**config.mk**
```make
export PLATFORM = sky130hd
export DESIGN_NAME = sound_mixer_mc
export DESIGN_NICKNAME = d
export VERILOG_FILES = /design/src/rtl/sound_mixer_mc.sv
export SDC_FILE = /design/constraint.sdc
export NUM_CORES = 2
export LEC_CHECK = 0
export ABC_AREA = 1
export BUFFER_PORTS_ARGS = -buffer_cell sky130_fd_sc_hd__buf_2
export CAP_MARGIN = 20
export CORE_MARGIN = 8
export CORE_UTILIZATION = 25
export CTS_CLUSTER_SIZE = 12
export DETAILED_ROUTE_END_ITERATION = 8
export HOLD_SLACK_MARGIN = 0.06
export PLACE_DENSITY_LB_ADDON = 0.12
export SLEW_MARGIN = 15
export SYNTH_ARGS = -nofsm -noshare
export SYNTH_HDL_FRONTEND = slang
export SYNTH_SLANG_ARGS = --single-unit
```
**constraint.sdc**
```tcl
create_clock -name clk -period 8.5 [get_ports clk]
set_clock_uncertainty 0.05 [all_clocks]
set_input_delay 0.85 -clock clk [delete_from_list [all_inputs] [get_ports clk]]
set_output_delay 0.85 -clock clk [all_outputs]
set_load 0.01 [all_outputs]
```
**src/rtl/sound_mixer_mc.sv**
```systemverilog
`timescale 1ns/1ps
// sound_mixer_mc
// Time-multiplexed stereo mixer: CHANNELS inputs, each with its own L/R volume
// and mute, summed into WIDTH+4 bit accumulators, then scaled by a per-side
// master volume and saturated to WIDTH bits. Configured through an indexed
// 8-bit register file.
// Ports:
//   clk, rst_n            clock, asynchronous active-low reset
//   ce_sample             one-cycle strobe starting a mix
//   in_l, in_r            packed signed inputs, channel c at [c*WIDTH +: WIDTH]
//   cfg_we/cfg_rd         register write / read strobes
//   cfg_index/cfg_wdata   register index / write data
//   cfg_rdata             registered read data
//   out_l, out_r          mixed samples (held between pulses)
//   out_valid             one-cycle pulse when out_l/out_r update
//   busy                  high while a mix is in progress
module sound_mixer_mc #(
  parameter int CHANNELS = 4,
  parameter int WIDTH    = 16
) (
  input  logic                      clk,
  input  logic                      rst_n,
  input  logic                      ce_sample,
  input  logic [CHANNELS*WIDTH-1:0] in_l,
  input  logic [CHANNELS*WIDTH-1:0] in_r,
  input  logic                      cfg_we,
  input  logic                      cfg_rd,
  input  logic [7:0]                cfg_index,
  input  logic [7:0]                cfg_wdata,
  output logic [7:0]                cfg_rdata,
  output logic [WIDTH-1:0]          out_l,
  output logic [WIDTH-1:0]          out_r,
  output logic                      out_valid,
  output logic                      busy
);

  localparam int CW = (CHANNELS > 1) ? $clog2(CHANNELS) : 1;
  localparam int AW = WIDTH + 4;  // accumulator width
  localparam int PW = WIDTH + 6;  // pre-saturation width

  typedef enum logic [1:0] {
    IDLE   = 2'd0,
    ACCUM  = 2'd1,
    MASTER = 2'd2,
    OUT    = 2'd3
  } state_t;

  state_t state_q, state_d;

  // Live register file
  logic [CHANNELS-1:0][4:0] vol_l_q, vol_l_d, vol_r_q, vol_r_d;
  logic [CHANNELS-1:0]      mute_l_q, mute_l_d, mute_r_q, mute_r_d;
  logic [4:0]               mvol_l_q, mvol_l_d, mvol_r_q, mvol_r_d;
  logic                     ovr_q, ovr_d;
  logic [7:0]               rdata_q, rd_val;

  // Shadow copies used by the mix in progress
  logic [CHANNELS-1:0][4:0] sh_vol_l_q, sh_vol_r_q;
  logic [CHANNELS-1:0]      sh_mute_l_q, sh_mute_r_q;
  logic [4:0]               sh_mvol_l_q, sh_mvol_r_q;
  logic [CHANNELS*WIDTH-1:0] sin_l_q, sin_r_q;

  logic [CW-1:0]            ch_q;
  logic [AW-1:0]            acc_l_q, acc_r_q;
  logic [PW-1:0]            pre_l_q, pre_r_q;
  logic [WIDTH-1:0]         hold_l_q, hold_r_q;

  // Register writes and reads (reads see pre-write values)
  always_comb begin
    vol_l_d  = vol_l_q;
    vol_r_d  = vol_r_q;
    mute_l_d = mute_l_q;
    mute_r_d = mute_r_q;
    mvol_l_d = mvol_l_q;
    mvol_r_d = mvol_r_q;
    rd_val   = '0;
    if (cfg_we) begin
      if (cfg_index == 8'h00) begin
        vol_l_d  = '1;
        vol_r_d  = '1;
        mute_l_d = '0;
        mute_r_d = '0;
        mvol_l_d = '1;
        mvol_r_d = '1;
      end else if (cfg_index == 8'h01) begin
        mvol_l_d = cfg_wdata[4:0];
      end else if (cfg_index == 8'h02) begin
        mvol_r_d = cfg_wdata[4:0];
      end
      for (int unsigned c = 0; c < CHANNELS; c++) begin
        if (cfg_index == 8'(16 + 2*c)) begin
          vol_l_d[c]  = cfg_wdata[4:0];
          mute_l_d[c] = cfg_wdata[7];
        end
        if (cfg_index == 8'(17 + 2*c)) begin
          vol_r_d[c]  = cfg_wdata[4:0];
          mute_r_d[c] = cfg_wdata[7];
        end
      end
    end
    if (cfg_index == 8'h01) rd_val = {3'b000, mvol_l_q};
    if (cfg_index == 8'h02) rd_val = {3'b000, mvol_r_q};
    if (cfg_index == 8'h0F) rd_val = {6'b0, (state_q != IDLE), ovr_q};
    for (int unsigned c = 0; c < CHANNELS; c++) begin
      if (cfg_index == 8'(16 + 2*c)) rd_val = {mute_l_q[c], 2'b00, vol_l_q[c]};
      if (cfg_index == 8'(17 + 2*c)) rd_val = {mute_r_q[c], 2'b00, vol_r_q[c]};
    end
  end

  // A new overrun in the same cycle as a status read survives the clear
  always_comb begin
    ovr_d = ovr_q;
    if (cfg_rd && cfg_index == 8'h0F) ovr_d = 1'b0;
    if (ce_sample && state_q != IDLE) ovr_d = 1'b1;
  end

  // Channel product: (sample * (vol+1)) >>> 5, zero when muted
  logic [WIDTH-1:0]   smp_l, smp_r;
  logic [6:0]         g_l, g_r, mg_l, mg_r;
  logic [WIDTH+6:0]   pf_l, pf_r;
  logic [WIDTH+1:0]   ps_l, ps_r;
  logic [AW+6:0]      mf_l, mf_r;

  always_comb begin
    smp_l = sin_l_q[int'(ch_q)*WIDTH +: WIDTH];
    smp_r = sin_r_q[int'(ch_q)*WIDTH +: WIDTH];
    g_l   = {2'b00, sh_vol_l_q[ch_q]} + 7'd1;
    g_r   = {2'b00, sh_vol_r_q[ch_q]} + 7'd1;
    // Operands sign-extended to the product width so an unsigned multiply
    // yields the correct two's-complement low bits.
    pf_l  = {{7{smp_l[WIDTH-1]}}, smp_l} * {{WIDTH{1'b0}}, g_l};
    pf_r  = {{7{smp_r[WIDTH-1]}}, smp_r} * {{WIDTH{1'b0}}, g_r};
    ps_l  = sh_mute_l_q[ch_q] ? '0 : pf_l[WIDTH+6:5];
    ps_r  = sh_mute_r_q[ch_q] ? '0 : pf_r[WIDTH+6:5];
    mg_l  = {2'b00, sh_mvol_l_q} + 7'd1;
    mg_r  = {2'b00, sh_mvol_r_q} + 7'd1;
    mf_l  = {{7{acc_l_q[AW-1]}}, acc_l_q} * {{AW{1'b0}}, mg_l};
    mf_r  = {{7{acc_r_q[AW-1]}}, acc_r_q} * {{AW{1'b0}}, mg_r};
  end

  // Saturation: value fits when bits [PW-1:WIDTH-1] are all equal
  logic [WIDTH-1:0] sat_l, sat_r;
  always_comb begin
    sat_l = pre_l_q[WIDTH-1:0];
    sat_r = pre_r_q[WIDTH-1:0];
    if (!(&pre_l_q[PW-1:WIDTH-1] || ~|pre_l_q[PW-1:WIDTH-1]))
      sat_l = pre_l_q[PW-1] ? {1'b1, {(WIDTH-1){1'b0}}} : {1'b0, {(WIDTH-1){1'b1}}};
    if (!(&pre_r_q[PW-1:WIDTH-1] || ~|pre_r_q[PW-1:WIDTH-1]))
      sat_r = pre_r_q[PW-1] ? {1'b1, {(WIDTH-1){1'b0}}} : {1'b0, {(WIDTH-1){1'b1}}};
  end

  always_comb begin
    state_d = state_q;
    case (state_q)
      IDLE:    if (ce_sample) state_d = ACCUM;
      ACCUM:   if (ch_q == CW'(CHANNELS-1)) state_d = MASTER;
      MASTER:  state_d = OUT;
      default: state_d = IDLE;
    endcase
  end

  always_ff @(posedge clk or negedge rst_n) begin
    if (!rst_n) begin
      state_q     <= IDLE;
      vol_l_q     <= '1;
      vol_r_q     <= '1;
      mute_l_q    <= '0;
      mute_r_q    <= '0;
      mvol_l_q    <= '1;
      mvol_r_q    <= '1;
      ovr_q       <= 1'b0;
      rdata_q     <= '0;
      sh_vol_l_q  <= '1;
      sh_vol_r_q  <= '1;
      sh_mute_l_q <= '0;
      sh_mute_r_q <= '0;
      sh_mvol_l_q <= '1;
      sh_mvol_r_q <= '1;
      sin_l_q     <= '0;
      sin_r_q     <= '0;
      ch_q        <= '0;
      acc_l_q     <= '0;
      acc_r_q     <= '0;
      pre_l_q     <= '0;
      pre_r_q     <= '0;
      hold_l_q    <= '0;
      hold_r_q    <= '0;
    end else begin
      state_q  <= state_d;
      vol_l_q  <= vol_l_d;
      vol_r_q  <= vol_r_d;
      mute_l_q <= mute_l_d;
      mute_r_q <= mute_r_d;
      mvol_l_q <= mvol_l_d;
      mvol_r_q <= mvol_r_d;
      ovr_q    <= ovr_d;
      if (cfg_rd) rdata_q <= rd_val;
      case (state_q)
        IDLE: if (ce_sample) begin
          sh_vol_l_q  <= vol_l_q;
          sh_vol_r_q  <= vol_r_q;
          sh_mute_l_q <= mute_l_q;
          sh_mute_r_q <= mute_r_q;
          sh_mvol_l_q <= mvol_l_q;
          sh_mvol_r_q <= mvol_r_q;
          sin_l_q     <= in_l;
          sin_r_q     <= in_r;
          acc_l_q     <= '0;
          acc_r_q     <= '0;
          ch_q        <= '0;
        end
        ACCUM: begin
          acc_l_q <= acc_l_q + {{2{ps_l[WIDTH+1]}}, ps_l};
          acc_r_q <= acc_r_q + {{2{ps_r[WIDTH+1]}}, ps_r};
          ch_q    <= ch_q + CW'(1);
        end
        MASTER: begin
          pre_l_q <= mf_l[AW+6:5];
          pre_r_q <= mf_r[AW+6:5];
        end
        default: begin
          hold_l_q <= sat_l;
          hold_r_q <= sat_r;
        end
      endcase
    end
  end

  // Saturated result is presented during the OUT cycle itself and latched
  // into the hold registers at its end, so the outputs change exactly with
  // the out_valid pulse and hold afterwards.
  assign out_l     = (state_q == OUT) ? sat_l : hold_l_q;
  assign out_r     = (state_q == OUT) ? sat_r : hold_r_q;
  assign out_valid = (state_q == OUT);
  assign busy      = (state_q != IDLE);
  assign cfg_rdata = rdata_q;

endmodule

```
==> metrics.cfg <==
[synthesis]
synth_ff_type = dfrtp_1
ys_ff_latch = 371
yosysUniqueCellTypes = 59
yosysSeqAreaShare = 0.281
async_reset_ff_frac = 1.00
synth_area_um2 = 33500
synth_area_per_cell_um2 = 7.71
yosysWarnings = 0
synth_enable_flop_cells = 0
syn_inst = 4348

[detailed_routing]
drt-initial-drc-count = 1380
vias = 27245
drt_first_pass_iters = 5
wl_um = 100000
antenna_left = 0
wire_per_inst_um = 16.0
viasPerCell = 4.33
drc = 0

[sta]
slew_headroom = 0.219
rsz0062_at_grt = no
slew_violations = 0
tightestPinTransition_ns = 1.16
fin_tns_setup_ns = 0
max_freq_mhz = 128
min_period_ns = 7.82
fin_crit_sh = 0.920
layout_setup_ws_ns = 0.682
hold_violations = 0
setup-violations-final = 0

[setup_path]
criticalPathCategory = flip-flop to flip-flop
arrival_ns = 8.27
end_kind = flip-flop
critical_path_required_ns = 8.95
worstSetupStartpointType = flip-flop
crit_top_cell = nand2_1
cpMaxStageDelayCell = dfrtp_4
max_stage_delay_ns = 0.63
critPathMaxFanout = 27

[placed_design]
place_area_um2 = 36400
place_congestion = 0.821
io_buffers = 186
dp_slack_ns = 0.691
dpl.hpwl_um = 78300

[layout]
postLayoutCellArea_um2 = 38100
fillers = 14719
nNetsFinal = 5163
final_layout_size_suffix_gt1_frac = 0.111
areaGrowthSynthToFinish_pct = 13.6

[floorplan]
core_um2 = 133000
die-area_um2 = 146000
die-width_um = 382
fp.dieH_um = 382
pin_count = 191
num_rows = 134
start_util = 0.252

[grt]
overflow = 0
grt_usage = 0.136
grt_pass1_wl_um = 163000
antenna_found_initial = 1
grt_pass1_vias = 28339
grt_max_degree = 145

[clock_network]
cts_setup_buffers = 0
numCtsBuffers = 49
clockBufferDepth = 3
clkLatencyLatePin_ns = 0.65
cts-root-buf = clkbuf_16
ctsResizeCount = 0
ctsHoldBuffers = 0
clock_sinks = 371
cts_tree = built
clk_pin_slew_ns = 0.07
htreeDepth = 2

[run]
maxCapViolCount = 0

[run_status]
status = complete, no violations

[worst_hold_path]
hp-class = input pin to async pin

-- synthesized netlist by cell type (24+ instances only) --
cell      count  area, µm²
nand2_1    1182       4440
inv_1       637       2390
nor2_1      490       1840
fa_1        298       5970
o21ai_0     280       1400
dfrtp_1     271       6780
ha_1        238       2980
a21oi_1     228       1140
dfstp_2     100       2630
clkbuf_1     92        345
nand3_1      89        445
or2_2        40        250
o22ai_1      39        244
xor2_1       34        298
a32o_1       24        240
-- cells by family (layout without fill, tap and decap cells) --
group	after synthesis	in the layout	synth area share
simple gates	1896	1896	0.228
buf+inv	793	963	0.0914
compound gates	691	691	0.117
fa+ha+maj	536	536	0.267
flops	371	371	0.281
xor+xnor	60	60	0.0166
other cells	1	3	0.000112
-- state kept, by name, indices dropped and copies added (netlist names), 2 cells and up --
name,flops
state_q,2
sh_mute_r_q,4
sh_mvol_l_q,5
acc_l_q,20
pre_l_q,22
cfg_rdata,6
sh_mute_l_q,4
mute_l_q,4
pre_r_q,22
sh_mvol_r_q,5
sin_l_q,64
vol_r_q,20
sh_vol_r_q,20
mvol_r_q,5
mvol_l_q,5
hold_l_q,16
sh_vol_l_q,20
acc_r_q,20
ch_q,2
hold_r_q,16
sin_r_q,64
vol_l_q,20
mute_r_q,4
-- metrics by stage --
step	std cells	utilization	hold slack (ns)
after floorplan	4349	-	0.391
after global placement	6192	0.273	0.409
after detailed placement	6194	0.273	0.409
after CTS	6286	0.286	0.243
after global routing	6287	0.286	0.294
final	6288	0.286	0.245
-- layout make-up --
type,count,area [µm²],area share
Clock buffer,73,1460,0.0382
Tap cell,1768,2210,0.0580
Antenna cell,1,2.50,0.0000657
Inverter,651,2450,0.0643
Clock inverter,19,218,0.00571
Multi-Input combinational cell,3185,21100,0.553
Sequential cell,371,9410,0.247
Timing Repair Buffer,220,1270,0.0333
-- cell usage in the layout (no fill, tap or decap), drive strengths merged, types with 100 or more instances in the layout --
cell	synthesis	final
nor2	495	495
nand2	1210	1210
a21oi	233	233
fa	298	298
o21ai	289	289
buf	50	220
inv	643	644
dfstp	100	100
ha	238	238
dfrtp	271	271
-- critical path: cells and delay by family, from the launching register on --
| family | cells | cell delay (ns) |
|---|---|---|
| AO/OA/AOI/OAI | 8 | 1.78 |
| flip-flops | 1 | 0.63 |
| buffers and inverters | 4 | 0.82 |
| AND/OR/NAND/NOR | 12 | 1.38 |
| XOR/XNOR | 1 | 0.19 |
| adder cells (fa/ha/maj) | 7 | 2.79 |
-- final timing paths --
kind / startpoint / cells after the start / slack, ns / to
setup reg to reg: ch_q[0] / 32 / 0.68 / acc_l_q[15]
setup / recovery: ch_q[0] / 32 / 0.68 / acc_l_q[15]
min in group clk: in_l[20] / 3 / 0.34 / sin_l_q[20]
hold / removal: rst_n / 1 / 0.25 / hold_r_q[11]
hold reg to reg: sh_vol_r_q[7] / 2 / 0.42 / sh_vol_r_q[7]
max in group asynchronous: rst_n / 2 / 6.71 / cfg_rdata[7]
-- layer usage --
layer  part of all wire  wire [µm]  global-route usage
met5                  0          0                   0
met2               0.42      42000               0.206
met1               0.52      52700               0.204
met4              0.015       1530              0.0241
met3              0.042       4250              0.0228
Power is not shown: default switching activity piles up to over one toggle a cycle in this logic, so the estimate is an artifact.
